<file path="src/rtl/blk_com_fifo_256x32_rd_burst.sv">
// Read-side burst controller for the 256x32 common FIFO.
// Drains the FIFO read port into fixed-length sop/eop-framed bursts on a
// valid/ready stream. A burst starts when BURST_LEN words are buffered, or
// when TIMEOUT_CYC non-empty idle cycles pass with residual data. A 2-entry
// output buffer hides the FIFO's 1-cycle read latency.
//
// Stream handshake: a beat transfers on a rising clk edge where
// o_valid & i_ready. Once o_valid is high, it holds with o_data/o_sop/o_eop
// stable until that transfer. o_valid comes only from registered buffer
// occupancy. i_ready feeds fifo_rd_en combinationally, so a slot freed this
// cycle can be refilled at once.
module blk_com_fifo_256x32_rd_burst #(
  parameter int BURST_LEN   = 16,
  parameter int TIMEOUT_CYC = 64
) (
  input  logic        clk,
  input  logic        rst,
  input  logic [31:0] fifo_dout,
  input  logic        fifo_empty,
  input  logic        fifo_full,
  input  logic [7:0]  fifo_data_count,
  output logic        fifo_rd_en,
  output logic [31:0] o_data,
  output logic        o_valid,
  output logic        o_sop,
  output logic        o_eop,
  input  logic        i_ready,
  output logic        o_busy
);

  localparam logic [8:0]  BL      = 9'(BURST_LEN);
  localparam logic [15:0] TO_LAST = 16'(TIMEOUT_CYC - 1);

  typedef enum logic [1:0] {IDLE, BURST, DRAIN} state_t;

  state_t      state;
  logic [15:0] timer;
  logic [8:0]  len;
  logic [8:0]  issued;
  logic [8:0]  wr_idx;
  logic        inflight;
  logic [33:0] buf_mem [2];   // {sop, eop, data}
  logic        rd_ptr;
  logic        wr_ptr;
  logic [1:0]  buf_cnt;
  logic [8:0]  occ;
  logic        pop;
  logic [2:0]  fill;
  logic [33:0] head;

  // A full FIFO reports count 0, so the full flag supplies the 256.
  assign occ  = fifo_full ? 9'd256 : {1'b0, fifo_data_count};
  assign head = buf_mem[rd_ptr];

  assign o_valid = (buf_cnt != 2'd0);
  assign o_data  = head[31:0];
  assign o_sop   = o_valid & head[33];
  assign o_eop   = o_valid & head[32];
  assign o_busy  = (state != IDLE);
  assign pop     = o_valid & i_ready;

  // Slots committed after this cycle: buffered plus in flight minus leaving.
  assign fill = {1'b0, buf_cnt} + {2'b00, inflight} - {2'b00, pop};

  assign fifo_rd_en = (state == BURST) && (issued < len) && !fifo_empty
                      && (fill < 3'd2);

  // Burst sequencing: idle timer, trigger selection, read issue count.
  always_ff @(posedge clk or posedge rst) begin
    if (rst) begin
      state  <= IDLE;
      timer  <= 16'd0;
      len    <= 9'd0;
      issued <= 9'd0;
    end else begin
      case (state)
        IDLE: begin
          if (occ >= BL) begin
            state  <= BURST;
            len    <= BL;
            issued <= 9'd0;
            timer  <= 16'd0;
          end else if (!fifo_empty && (timer == TO_LAST)) begin
            state  <= BURST;
            len    <= (occ == 9'd0) ? 9'd1 : occ;
            issued <= 9'd0;
            timer  <= 16'd0;
          end else if (fifo_empty) begin
            timer <= 16'd0;
          end else begin
            timer <= timer + 16'd1;
          end
        end
        BURST: begin
          if (fifo_rd_en) begin
            issued <= issued + 9'd1;
            if ((issued + 9'd1) == len) state <= DRAIN;
          end
        end
        DRAIN: begin
          if (pop && o_eop) begin
            state <= IDLE;
            timer <= 16'd0;
          end
        end
        default: state <= IDLE;
      endcase
    end
  end

  // Read-latency tracking and 2-entry output buffer with sop/eop tagging.
  always_ff @(posedge clk or posedge rst) begin
    if (rst) begin
      inflight   <= 1'b0;
      buf_mem[0] <= 34'd0;
      buf_mem[1] <= 34'd0;
      rd_ptr     <= 1'b0;
      wr_ptr     <= 1'b0;
      buf_cnt    <= 2'd0;
      wr_idx     <= 9'd0;
    end else begin
      inflight <= fifo_rd_en;
      if (inflight) begin
        buf_mem[wr_ptr] <= {(wr_idx == 9'd0), (wr_idx == (len - 9'd1)), fifo_dout};
        wr_ptr          <= ~wr_ptr;
      end
      if (state == IDLE)  wr_idx <= 9'd0;
      else if (inflight)  wr_idx <= wr_idx + 9'd1;
      if (pop) rd_ptr <= ~rd_ptr;
      buf_cnt <= buf_cnt + {1'b0, inflight} - {1'b0, pop};
    end
  end

endmodule

</file>
<file path="config.mk">
export PLATFORM = sky130hd
export DESIGN_NAME = blk_com_fifo_256x32_rd_burst
export DESIGN_NICKNAME = d
export VERILOG_FILES = /design/src/rtl/blk_com_fifo_256x32_rd_burst.sv
export SDC_FILE = /design/constraint.sdc
export NUM_CORES = 1
export LEC_CHECK = 0
export BUFFER_PORTS_ARGS = -buffer_cell sky130_fd_sc_hd__buf_2
export CORE_ASPECT_RATIO = 0.75
export CORE_UTILIZATION = 40
export DETAILED_ROUTE_END_ITERATION = 10
export PLACE_DENSITY_LB_ADDON = 0.12
export SYNTH_ARGS = -nofsm -noshare
export SYNTH_HDL_FRONTEND = slang
export SYNTH_SLANG_ARGS = --single-unit
</file>
<file path="constraint.sdc">
create_clock -name clk -period 3.3 [get_ports clk]
set_input_delay 0 -clock clk [delete_from_list [all_inputs] [get_ports clk]]
set_output_delay 0 -clock clk [all_outputs]
set_load 0.01 [all_outputs]
</file>
[After elaboration in Yosys (flattened, before gate mapping)]
Index checks and enable logic that the tools add are counted.
Operators by class
  multiplexer cells: 27
  reduce and logical (&&, ||, !) cells: 20
  bitwise logic cells: 7
  order comparisons: 6
  add/subtract/negate cells: 8
  equality and inequality tests: 9
Operators by type and width (number)
  $mux 34: 4
  $mux 9: 9
  $bwmux 68: 1
  $mux 16: 4
  $demux 34 s1: 1
  $pmux 16 s2: 1
  $add 9x1->9 const B: 2
  $eq 9x9->1: 2
  $logic_not 9->1: 2
  $pmux 9 s2: 1
  $add 16x1->16 const B: 1
  $eq 16x6->1 const B: 1
  $reduce_bool 2->1: 6
  $mux 2: 5
  $ge 9x5->1 const B: 1
  $lt 9x9->1: 1
  $sub 9x1->9 const B: 1
  $logic_and 1x1->1: 6
  $pmux 2 s3: 1
  $ge 2x2->1 const B: 2
  $ne 2x2->1 const B: 2
  $not 1->2: 2
  $reduce_and 2->1: 2
  $reduce_and 4->1: 1
  15 further kinds: 18
Word-level totals
  bits of input ports: 45
  register bits after elaboration: 118
  word-level logic and storage cells: 88

[Depth between registers and ports, before layout]
  depth after elaboration: 8
  depth in mapped cells: 12
  gate-level depth less buffers: 11

[Worst setup path before layout]
OpenSTA, ideal clock, no wires.
  path kind: register to register
  from: reg buf_cnt[1]
  to: reg issued[1]
  buffers on the path: 1
  data required time: 3221 ps
  stages on the path, launching flop included: 13
  path slack: 316 ps
  data arrival time: 2905 ps
  cell sequence: dfrtp_1 -> o21ai_1 -> inv_1 -> ha_1 -> inv_1 -> ha_1 -> fa_1 -> xor2_1 -> nand3_1 -> nor4_2 -> a21bo_4 -> buf_6 -> mux2i_1
On the way
  cells in the longest elaborated chain, start to end: 7
  elaborated cells between the ends (all ways): 8
  those cells by class: 2 x add/sub; 1 x order compare; 1 x eq/ne; 1 x bitwise; 3 x reduce/logical
RTL lines
  start, declared: RTL line 45  | logic [1:0] buf_cnt;
  start signal, assigned: RTL line 130  | buf_cnt <= buf_cnt + {1'b0, inflight} - {1'b0, pop};
  $reduce_bool 2->1: RTL line 55  | assign o_valid = (buf_cnt != 2'd0);
  $and 1x1->1: RTL line 60  | assign pop = o_valid & i_ready;
  named net pop: RTL line 47  | logic pop;
  $sub 3x1->3: RTL line 63  | assign fill = {1'b0, buf_cnt} + {2'b00, inflight} - {2'b00, pop};
  $lt 3x2->1: RTL line 66  | && (fill < 3'd2);
  $logic_and 1x1->1: RTL line 66
  $ne 2x2->1 (no line)
  $reduce_and 3->1 (no line)
  end signal, assigned: RTL line 96  | issued <= issued + 9'd1;
  end, declared: RTL line 39  | logic [8:0] issued;
The timed path passes the listed nets, and every way through them passes these cells.
A chain may end at the register's enable or synchronous reset.

[Worst setup path in the final report]
  from: reg buf_cnt[1]
  to: out fifo_rd_en
On the way
  cells in the longest elaborated chain, start to end: 5
  elaborated cells between the ends (all ways): 6
  those cells by class: 2 x add/sub; 1 x order compare; 1 x bitwise; 2 x reduce/logical
RTL lines
  $reduce_bool 2->1: RTL line 55
  $and 1x1->1: RTL line 60
  named net pop: RTL line 47
  $sub 3x1->3: RTL line 63
  $lt 3x2->1: RTL line 66
  $logic_and 1x1->1: RTL line 66
  end, declared: RTL line 22  | output logic fifo_rd_en,
The timed path passes the listed nets, and every way through them passes these cells.

==> impl_metrics.json <==
{
  "outcome": "finished, final reports clean",
  "die_y_microns": 110,
  "cts_setup_buffers": 0,
  "cts_sinks": 118,
  "maxCapViolCount": 0,
  "regArea_sq_mm": 0.00295,
  "multi_input_area_sq_mm": 0.00300,
  "wl_per_cell_microns": 14.8,
  "fin_nets": 792,
  "htree_num_levels": 4,
  "grt_antenna_before_repair": 0,
  "syn_nets": 675,
  "whs_ns": 0.0158,
  "end_kind": "output port",
  "antenna_left": 0,
  "rsz0062_at_grt": "false",
  "final_cell_area_sq_mm": 0.00781,
  "synth_compound_area_frac": 0.0696,
  "synth_top_family_by_area": "simple AND/OR/NAND/NOR gates",
  "startpoint": "buf_cnt[1]",
  "vias": 4736,
  "fillers": 1327,
  "p_total_mw": 4.17,
  "finalClockSkew_ns": 0.00608,
  "synth_edf_count": 0,
  "post-route-min-period_ns": 3.04,
  "path_clk_slew_ns": 0.05,
  "hp-start": "i_ready",
  "cp_max_fo": 10,
  "syn_avg_cell_area_sq_um": 10.1,
  "rr_startpoint": "buf_cnt[1]",
  "grtUsageTotal": 0.187,
  "die_w_microns": 146,
  "cts-root-buf": "clkbuf_16",
  "place_area_sq_mm": 0.00679,
  "hold_buffers": 37,
  "place_congestion": 0.808,
  "crit_type": "flop to output port",
  "maxSlewHeadroom": 0.470,
  "viasPerCell": 5.02,
  "grt_pass1_vias": 4704,
  "yosys_warnings": 0,
  "tightestPinTransition_ns": 0.795,
  "fin_tns_setup_ns": 0,
  "synthArstFlopShare": 1.00,
  "setup_viol": 0,
  "hold_violations": 0,
  "first_iter_violations": 223,
  "n_antenna_cell": 0,
  "hpwl_mm": 9.44,
  "drive_gt1_frac": 0.271,
  "finalCritPeriodShare": 0.922,
  "grt-ovfl-total": 0,
  "ir_drop_mv": 0.422,
  "start_util": 0.418,
  "clock_latency_ns": 0.41,
  "synth-main-ff-cell": "dfrtp_1",
  "synth-simple-area-share": 0.194,
  "grt_max_degree": 65,
  "dieArea_sq_mm": 0.0160,
  "drt_wl_total_mm": 13.9,
  "yosys.area_share.xor_xnor": 0.0553,
  "synth_area_sq_mm": 0.00618,
  "ys_types": 54,
  "cellLeakagePower_nw": 3.50,
  "worstSetupStartpointType": "flop",
  "ios": 82,
  "cts_resized": 0,
  "first_pass_iters": 4,
  "postSynthCellCount": 613,
  "required_ns": 3.30,
  "crit_arrival_ns": 3.04,
  "coreArea_sq_mm": 0.0148,
  "yosys.area_share.adder": 0.0356,
  "area_delta_synth_final_pct": 26.3,
  "seq_area_frac_synth": 0.478,
  "cts_inserted_buffers": 17,
  "route.detailed.drc": 0,
  "clk_path_buf_depth": 2,
  "muxShareOfSynthArea": 0.130,
  "power.density_mw_per_mm2": 534,
  "synth_seq_cells": 118,
  "rows": 38,
  "grt_pass1_wl_mm": 23.3,
  "hp-class": "input pin to flop",
  "cts_tree": "yes",
  "port_buffers": 81,
  "fmax_ghz": 0.329,
  "maxSlewViolCount": 0
}
==> where the power goes <==
part	internal (mW)	switching, mW
Sequential	1.49	0.0250
Combinational	0.334	0.342
Clock	1.31	0.668
==> cell usage in the layout, fill, tap and decap left out, types with 3 or more instances in the layout <==
master,n
o31ai_1,4
nand4_1,9
mux2i_1,6
xnor2_1,18
nand2b_1,10
nand3_1,10
mux2_2,65
ha_1,16
nor4_1,7
buf_2,81
a31oi_1,14
xor2_1,21
clkbuf_16,17
nor2b_1,3
and3_1,9
a22o_1,3
nand4b_1,5
and2_1,6
inv_1,25
nand2_1,128
bufinv_16,3
a21oi_1,11
nor2_1,30
buf_4,8
nand3b_1,4
dlygate4sd3_1,37
or3_1,5
clkinvlp_4,3
dfrtp_1,118
nor3_1,7
o21ai_0,19
clkbuf_8,6
==> final timing paths <==
kind | end | slack, ns | depth (start not counted)
min in group asynchronous | buf_mem[65] | 0.30 | 3
min | rd_ptr | 0.02 | 4
max in group asynchronous | len[3] | 2.23 | 4
max | fifo_rd_en | 0.26 | 13
min reg2reg | buf_mem[46] | 0.47 | 2
max reg2reg | issued[1] | 0.53 | 13
==> metrics by stage <==
step | worst slack [ns] | instances | util
4_1_cts | 0.227 | 943 | 0.528
6_report | 0.256 | 943 | 0.528
3_5_place_dp | 0.548 | 874 | 0.459
3_3_place_gp | 0.646 | 874 | 0.459
5_1_grt | 0.0133 | 943 | 0.528
2_1_floorplan | 0.171 | 613 | -
==> cells by family after synthesis <==
kind of cell               count (synthesis)
AOI/OAI and AO/OA                         64
xor gates and xnor gates                  39
adders and majority gates                 17
muxes                                     72
buffers and inverters                     56
and+or+nand+nor                          247
DFF                                      118
==> worst max-delay path, stage by stage (launching register included) <==
cell and delay (ns):
dfrtp_1 0.41, o21ai_1 0.13, buf_4 0.16, inv_1 0.06, ha_1 0.27, inv_1 0.04, ha_1 0.19, fa_1 0.38
xor2_1 0.16, nand3_1 0.09, nor4_2 0.16, buf_4 0.22, and2_1 0.20, buf_2 0.15
==> cells in the mapped netlist, drive strengths merged, types with 4 or more instances <==
master | number | area [sq um]
nor2 | 31 | 119
or3 | 5 | 31.3
a21oi | 12 | 71.3
nor2b | 4 | 25.0
or4 | 4 | 37.5
dfrtp | 118 | 2950
buf | 7 | 48.8
inv | 27 | 101
o31ai | 4 | 30.0
nand2 | 128 | 480
nand4b | 5 | 43.8
o21ai | 22 | 125
mux2 | 65 | 732
nor3 | 7 | 35.0
and2 | 6 | 37.5
nand3 | 10 | 50.1
nor4 | 9 | 77.6
clkbuf | 22 | 82.6
a31oi | 14 | 87.6
mux2i | 7 | 73.8
xor2 | 21 | 184
ha | 16 | 200
nand3b | 4 | 30.0
xnor2 | 18 | 158
and3 | 9 | 56.3
nand4 | 9 | 56.3
nand2b | 10 | 62.6
==> layer usage <==
metal | wire, microns | share of wire | track usage
met1 | 6810 | 0.49 | 0.252
met2 | 6440 | 0.46 | 0.301
met3 | 507 | 0.036 | 0.0452
met4 | 172 | 0.012 | 0.0556
met5 | 0 | 0 | 0
==> final cells by class <==
| cell class | count | area share |
|---|---|---|
| multi-input cells | 439 | 0.384 |
| flip-flops and latches | 118 | 0.378 |
| repair buffers | 127 | 0.110 |
| clock buffers | 23 | 0.0651 |
| well taps | 200 | 0.0320 |
| clock inverters | 9 | 0.0178 |
| inverters | 27 | 0.0133 |
==> sequential cells by signal, summed over array words and instances, names as in the netlist <==
signal    flops
issued        9
state         2
buf_cnt       2
buf_mem      68
timer        16
rd_ptr        1
inflight      1
wr_ptr        1
wr_idx        9
len           9
Note: power is estimated with default switching activity, not from simulation.
